==> src/rtl/span_dispatch.sv <==
// Span scheduler between calcline and drawline: buffers spans in a small FIFO, issues them one
// at a time, and at each frame-block end drains the drawline write pipeline before handing off.
module span_dispatch #(
  parameter int DEPTH        = 4,
  parameter int AW           = 2,
  parameter int DRAIN_CYCLES = 4,
  parameter int DATA_W       = 161
) (
  input  logic              clk,
  input  logic              rst_n,
  input  logic [DATA_W-1:0] in_data,
  input  logic              in_last,
  input  logic              in_valid,
  output logic              in_ready,
  output logic [DATA_W-1:0] span_data,
  output logic              span_start,
  input  logic              span_done,
  output logic              block_done,
  input  logic              block_ack,
  output logic              busy,
  output logic [AW:0]       fifo_level
);

  localparam int            CW         = $clog2(DRAIN_CYCLES) + 1;
  localparam logic [AW:0]   FULL       = (AW+1)'(DEPTH);
  localparam logic [CW-1:0] DRAIN_LOAD = CW'(DRAIN_CYCLES - 1);

  typedef enum logic [2:0] {
    S_IDLE,
    S_ISSUE,
    S_ACK,
    S_RUN,
    S_DRAIN,
    S_BLOCK
  } state_t;

  state_t          state;
  logic [DATA_W:0] mem [DEPTH];
  logic [AW-1:0]   wr_ptr;
  logic [AW-1:0]   rd_ptr;
  logic [AW:0]     count;
  logic [CW-1:0]   drain_cnt;
  logic [DATA_W:0] head;
  logic            head_last;
  logic            push;
  logic            pop;

  // Full-ness depends on count alone, so a same-cycle pop never frees a slot for a push.
  assign in_ready   = (count != FULL);
  assign push       = in_valid && in_ready;
  assign pop        = (state == S_RUN) && span_done && (count != '0);
  assign head       = mem[rd_ptr];
  assign head_last  = head[DATA_W];
  assign span_data  = (count == '0) ? '0 : head[DATA_W-1:0];
  assign busy       = (state != S_IDLE) || (count != '0);
  assign fifo_level = count;

  always_ff @(posedge clk) begin
    if (push) mem[wr_ptr] <= {in_last, in_data};
  end

  always_ff @(posedge clk or negedge rst_n) begin
    if (!rst_n) begin
      wr_ptr <= '0;
      rd_ptr <= '0;
      count  <= '0;
    end else begin
      if (push) wr_ptr <= wr_ptr + AW'(1);
      if (pop)  rd_ptr <= rd_ptr + AW'(1);
      case ({push, pop})
        2'b10:   count <= count + (AW+1)'(1);
        2'b01:   count <= count - (AW+1)'(1);
        default: count <= count;
      endcase
    end
  end

  // The head entry stays in the FIFO until drawline reports completion, keeping span_data stable.
  always_ff @(posedge clk or negedge rst_n) begin
    if (!rst_n) begin
      state      <= S_IDLE;
      span_start <= 1'b0;
      block_done <= 1'b0;
      drain_cnt  <= '0;
    end else begin
      case (state)
        S_IDLE: begin
          if ((count != '0) && span_done) begin
            span_start <= 1'b1;
            state      <= S_ISSUE;
          end
        end
        S_ISSUE: begin
          span_start <= 1'b0;
          state      <= S_ACK;
        end
        S_ACK: begin
          if (!span_done) state <= S_RUN;
        end
        S_RUN: begin
          if (span_done) begin
            if (head_last) begin
              drain_cnt <= DRAIN_LOAD;
              state     <= S_DRAIN;
            end else begin
              state <= S_IDLE;
            end
          end
        end
        S_DRAIN: begin
          if (drain_cnt == '0) begin
            block_done <= 1'b1;
            state      <= S_BLOCK;
          end else begin
            drain_cnt <= drain_cnt - CW'(1);
          end
        end
        S_BLOCK: begin
          if (block_ack) begin
            block_done <= 1'b0;
            state      <= S_IDLE;
          end
        end
        default: state <= S_IDLE;
      endcase
    end
  end

endmodule
==> config.mk <==
export PLATFORM = sky130hd
export DESIGN_NAME = span_dispatch
export DESIGN_NICKNAME = d
export VERILOG_FILES = /design/src/rtl/span_dispatch.sv
export SDC_FILE = /design/constraint.sdc
export NUM_CORES = 1
export LEC_CHECK = 0
export ABC_AREA = 0
export CORE_UTILIZATION = 55
export DETAILED_ROUTE_END_ITERATION = 8
export GPL_TIMING_DRIVEN = 0
export PLACE_DENSITY = 0.8
export SYNTH_ARGS = -nofsm -noshare
export SYNTH_HDL_FRONTEND = slang
export SYNTH_SLANG_ARGS = --single-unit
==> constraint.sdc <==
create_clock -name clk -period 5.8 [get_ports clk]
set_input_delay 0.87 -clock clk [delete_from_list [all_inputs] [get_ports clk]]
set_output_delay 0.87 -clock clk [all_outputs]
set_load 0.03 [all_outputs]
# == Yosys cells after proc, flatten, opt, wreduce, memory -nomap -nowiden ==
# Memory sizes are Yosys's and may differ from the RTL's.
# Cells that the tools add are included.
# totals
ff_bits,15
out_inout_bits,168
mem_count,1
in_bits,167
mem_bits_rw,648
elab_cells,66
# memory_table
memory,depth,word_bits,read_ports,rd_clocked_by_memory_dff,write_ports,line,text
mem,4,162,1,0,1,38,logic [DATA_W:0] mem [DEPTH];
# classes
muxes,20
reduce_logical,18
eq_ne,15
n_addsub,5
# op_table
operator,count
$mux W161,1
$mux W3,9
$pmux W3 S6,1
$ne A2 B2 Y1 const B,7
$pmux W3 S2,2
$logic_not A3 Y1,3
$reduce_bool A2 Y1,4
$eq A3 B2 Y1 const B,2
$eq A3 B3 Y1 const B,2
$reduce_bool A3 Y1,2
$sub A3 B1 Y3 const B,2
$mux W1,5
$reduce_and A5 Y1,1
$add A2 B1 Y2 const B,2
$logic_and A1 B1 Y1,4
$pmux W1 S2,2
$reduce_and A4 Y1,1
$add A3 B1 Y3 const B,1
$eq A3 B1 Y1 const B,1
$ne A3 B3 Y1 const B,1
$reduce_and A3 Y1,1
$eq A2 B1 Y1 const B,1
$eq A2 B2 Y1 const B,1
$reduce_and A2 Y1,1
$logic_or A1 B1 Y1,1

# == Logic depth before layout (Yosys ltp) ==
# logic_depth
word_depth,5
ltp_mapped,10
ltp_nobuf,10

# == Worst setup path after synthesis ==
# No wires, ideal clock.
# synth_path
kind,register -> register
start,reg count[0] (netlist: fifo_level[0])
end,"mem mem[0][0] in the netlist's numbering, enable pin"
required_ns,5.257
setup_ns,0.543
period_less_slack_ns,5.437
path_buffers,0
slack_ns,0.363
stages_incl_launch_ff,4
arrival_time_ns,4.895
cell_sequence,dfrtp_1 -> inv_1 -> nand3_1 -> and3_1
# synth_between
elab_chain_cells,4
# synth_lines
item,line,text
"start, declared",41,logic [AW:0] count;
"start signal, assigned",71,2'b10: count <= count + (AW+1)'(1);
"start signal, assigned",72,2'b01: count <= count - (AW+1)'(1);
"start signal, assigned",73,default: count <= count;
$ne A3 B3 Y1,49,assign in_ready = (count != FULL);
via in_ready,14,"output logic in_ready,"
$logic_and A1 B1 Y1,50,assign push = in_valid && in_ready;
$mux W1,59,"if (push) mem[wr_ptr] <= {in_last, in_data};"
$mux W1 (implied by the code),59,
"end, declared",38,
# The timed path passes the listed nets, and every way through them passes these cells.

# == Worst setup path after layout ==
# layout_path
start,reg count[0] (netlist: fifo_level[0])
end,out span_data[90]
# layout_between
elab_chain_cells,2
# layout_lines
item,line,text
$logic_not A3 Y1,54,assign span_data = (count == '0) ? '0 : head[DATA_W-1:0];
$mux W161,54,
"end, declared",15,"output logic [DATA_W-1:0] span_data,"
# Every way passes these cells.

==> results.md <==
- Synth top area share: a little under 80%
- GRT overflow: 0
- Status: finished, final reports clean
- Post-synth top cells: 648 x edfxtp_1, 162 x mux4_2, 162 x nor2b_1
- Most used DFF post-synth: edfxtp_1
- First-pass GRT wire length: between 70,000 and 80,000 um
- Resize count post-CTS: 0
- Finished Layout Cells: 2,176
- Htree depth: 3
- Reg clk slew, reported paths: ~0.060 ns
- Setup crit start kind: flip-flop
- FF/Latch Area: 0.01983 mm2
- CP Data Required Time: approximately 5 ns
- Mapped Nets: 1,286
- Setup TNS: 0 ns
- Maximum Capacitance Violations: 0
- Adder-cell area share of the yosys netlist: less than 1%
- Post-Syn Instances: 1,111
- Hold path start: drain_cnt[0]
- Post-Route WL: roughly 51,000 um
- FILL cells: 2,723
- CTS tree: done
- P per Cell Area: slightly below 600 mW/mm2
- Fraction of layout cells with a size suffix above 1: 18.82%
- Placed Cells: 2,056
- Detail Placement HPWL: about 32,000 um
- Seq/Total Area, Yosys: 78.40%
- Worst r2r src: fifo_level[0]
- Root Driver: clkbuf_16
- Synth area leader: edfxtp_1
- Aggregate global-route resource usage: 22.37%
- Worst slew margin: 11.05%
- Initial antenna violation count: 5
- Clk_lat worst skew: 0.57 ns
- Static Leak: ~0.010 uW
- WL per Instance: 23.52 um
- Setup repair bufs after CTS: 0
- Worst Hold Class: reg2reg
- Fin Hold WS: around 0.47 ns
- Maximum clock rate: 211.5 MHz
- Area Growth Syn to Fin: 25.57%
- Initial drt markers: slightly below 800
- Port buffer count: 334
- Synthesis Warnings: 0
- CP max FO: 10
- Die W: 216.5 um
- Peak supply drop: approximately 0.43 mV
- Slew Viols, Final: 0
- Critical path class: reg2out
- Core Util, Final: 70.00%
- Min Tclk post-route: approximately 4.7 ns
- Largest net degree at the start of global routing: 58
- XOR/XNOR Fraction of Synth Area: 0.2077%
- Die Footprint: 0.04686 mm2
- Top cells by area, synth: edfxtp_1 77%, mux4_2 14%, nor2b_1 4.0%, dfrtp_1 1.5%, buf_6 0.40%
- Die height: 216.5 um
- Total vias in the final route: 12,220
- WP data arrival: 3.86 ns
- Mean Syn Cell Area: 22.77 um2
- CP endpoint kind: output port
- CP startpoint: fifo_level[0]
- Synth Area in Simple Gates: 4.614%
- DRT antenna net count: 0
- Asr flop ratio synth: 2.262%
- Post-route DRC: 0
- First-pass DRT Iterations: 5
- Clk buf depth: 3
- Number of global-route vias before repair: about 13,000
- Final #Nets: roughly 1,700
- Count of final hold-check violations: 0
- Hold buffer count at CTS: 0
- Setup violators final: 0
- Global placement routability congestion: 0.7682
- Fin crit share: 81.51%
- Clock tree sinks: 663
- Largest family of logic cells by synthesized area: multiplexers
- Synth Area in Compound Gates: 0.3462%
- Core Region: 0.04538 mm2
- Slew @ Worst Pin: 1.327 ns
- Starting Density: 55.75%
- Synth Cell Area: 0.02530 mm2
- # rows: 78
- Mux share of post-synthesis cell area: 14.59%
- Multi-input logic area: about 0.0051 mm2
- Most common cell in the netlist: edfxtp_1
- Clock Skew: 0.01484 ns
- #FFs+latches synth: 663
- RSZ-0062 raised after global routing: false
- Netlist cell types: 36
- I/O Pins: between 300 and 400
- Via density: ~5.6
- TritonCTS buffer count: between 60 and 70
- Post-synth EDFFs: roughly 650
## per-layer routing
layer  routed length (um)  share of wire [%]  global-route usage (%)  up-vias
met5                   27              0.053                       0        -
met4                 1530                3.0                   8.897        4
met3                 3480                6.8                   5.446      100
met2                26090                 51                   36.20      446
met1                20060                 39                   29.57     6292
li1                     -                  -                       -     5377
## layout by cell type, fill, tap and decap left out, drive strengths merged
cell	Yosys	layout
xnor2	3	3
clkinv	0	13
nor3	4	4
o21ai	4	4
mux4	162	162
o31ai	1	1
ha	7	7
a31oi	1	1
and2	2	2
nand3	1	1
bufinv	0	3
o22a	1	1
nor2b	162	162
clkbuf	15	111
mux2	3	3
o211ai	1	1
clkinvlp	0	4
inv	9	10
buf	40	51
or3	1	1
nand3b	1	1
and3	4	4
fa	1	1
or2	1	1
diode	0	3
mux2i	1	1
nor2	3	3
xor2	3	3
nand2	6	6
dfrtp	15	15
o21bai	1	1
and4bb	1	1
nor3b	1	1
a21oi	6	6
clkdlybuf4s50	0	334
edfxtp	648	648
nand2b	2	2
## metrics by stage
| step | cell area, um2 | worst slack (ns) | power (uW) |
|---|---|---|---|
| after global routing | 31770 | 0.9098 | 19080 |
| after detailed placement | 29710 | 1.597 | 14450 |
| after global placement | 29390 | -2.942 | 14500 |
| after CTS | 31760 | 0.9389 | 18540 |
| final | 31770 | 1.072 | 18320 |
| after floorplan | 25300 | 0.3626 | 11590 |
## state kept, by name, indices dropped and copies added, names as in the netlist
| signal | cells |
|---|---|
| block_done | 1 |
| span_start | 1 |
| fifo_level | 3 |
| drain_cnt | 3 |
| wr_ptr | 2 |
| state | 3 |
| mem | 648 |
| rd_ptr | 2 |
## cell type report
type                            instances  area share, %
Clock buffer                           96          5.853
Tap cell                              600          2.363
Timing Repair Buffer                  345          11.45
Antenna cell                            3        0.02363
Sequential cell                       663          62.43
Inverter                                9         0.1063
Buffer                                 55          1.020
Clock inverter                         21         0.6065
Multi-Input combinational cell        384          16.14
## logic make-up (layout without fill, tap and decap cells)
kind of cell / count (synthesis) / in the layout
muxes: 166 / 166
buffers and inverters: 64 / 526
xor gates and xnor gates: 6 / 6
AOI/OAI and AO/OA: 15 / 15
other: 0 / 3
DFF: 663 / 663
adders and majority gates: 8 / 8
and+or+nand+nor: 189 / 189
## final timing paths
kind / end / slack [ns] / depth (start not counted)
worst max-delay path: span_data[90] / 1.07 / 5
worst min-delay path: drain_cnt[0] / 0.47 / 1
worst max register to register: mem[2][139] / 3.41 / 4
worst min register to register: drain_cnt[0] / 0.47 / 1
max in group asynchronous: drain_cnt[1] / 4.62 / 1
min in group asynchronous: fifo_level[1] / 0.72 / 1
## worst max-delay path, stage by stage (launching register included)
cell and delay (ns):
dfrtp_1 0.46, nor3_2 1.06, buf_2 0.52, buf_1 0.47, nor2b_1 0.10, clkdlybuf4s50_1 0.67
## report_power, final
part	switching, uW	internal (uW)	total [uW]	leakage, uW
registers	223	6330	6550	0.00611
logic	4340	3400	7740	0.00328
clock network	1660	2360	4030	0.000977
No activity file was read; power rests on OpenSTA's default activity.
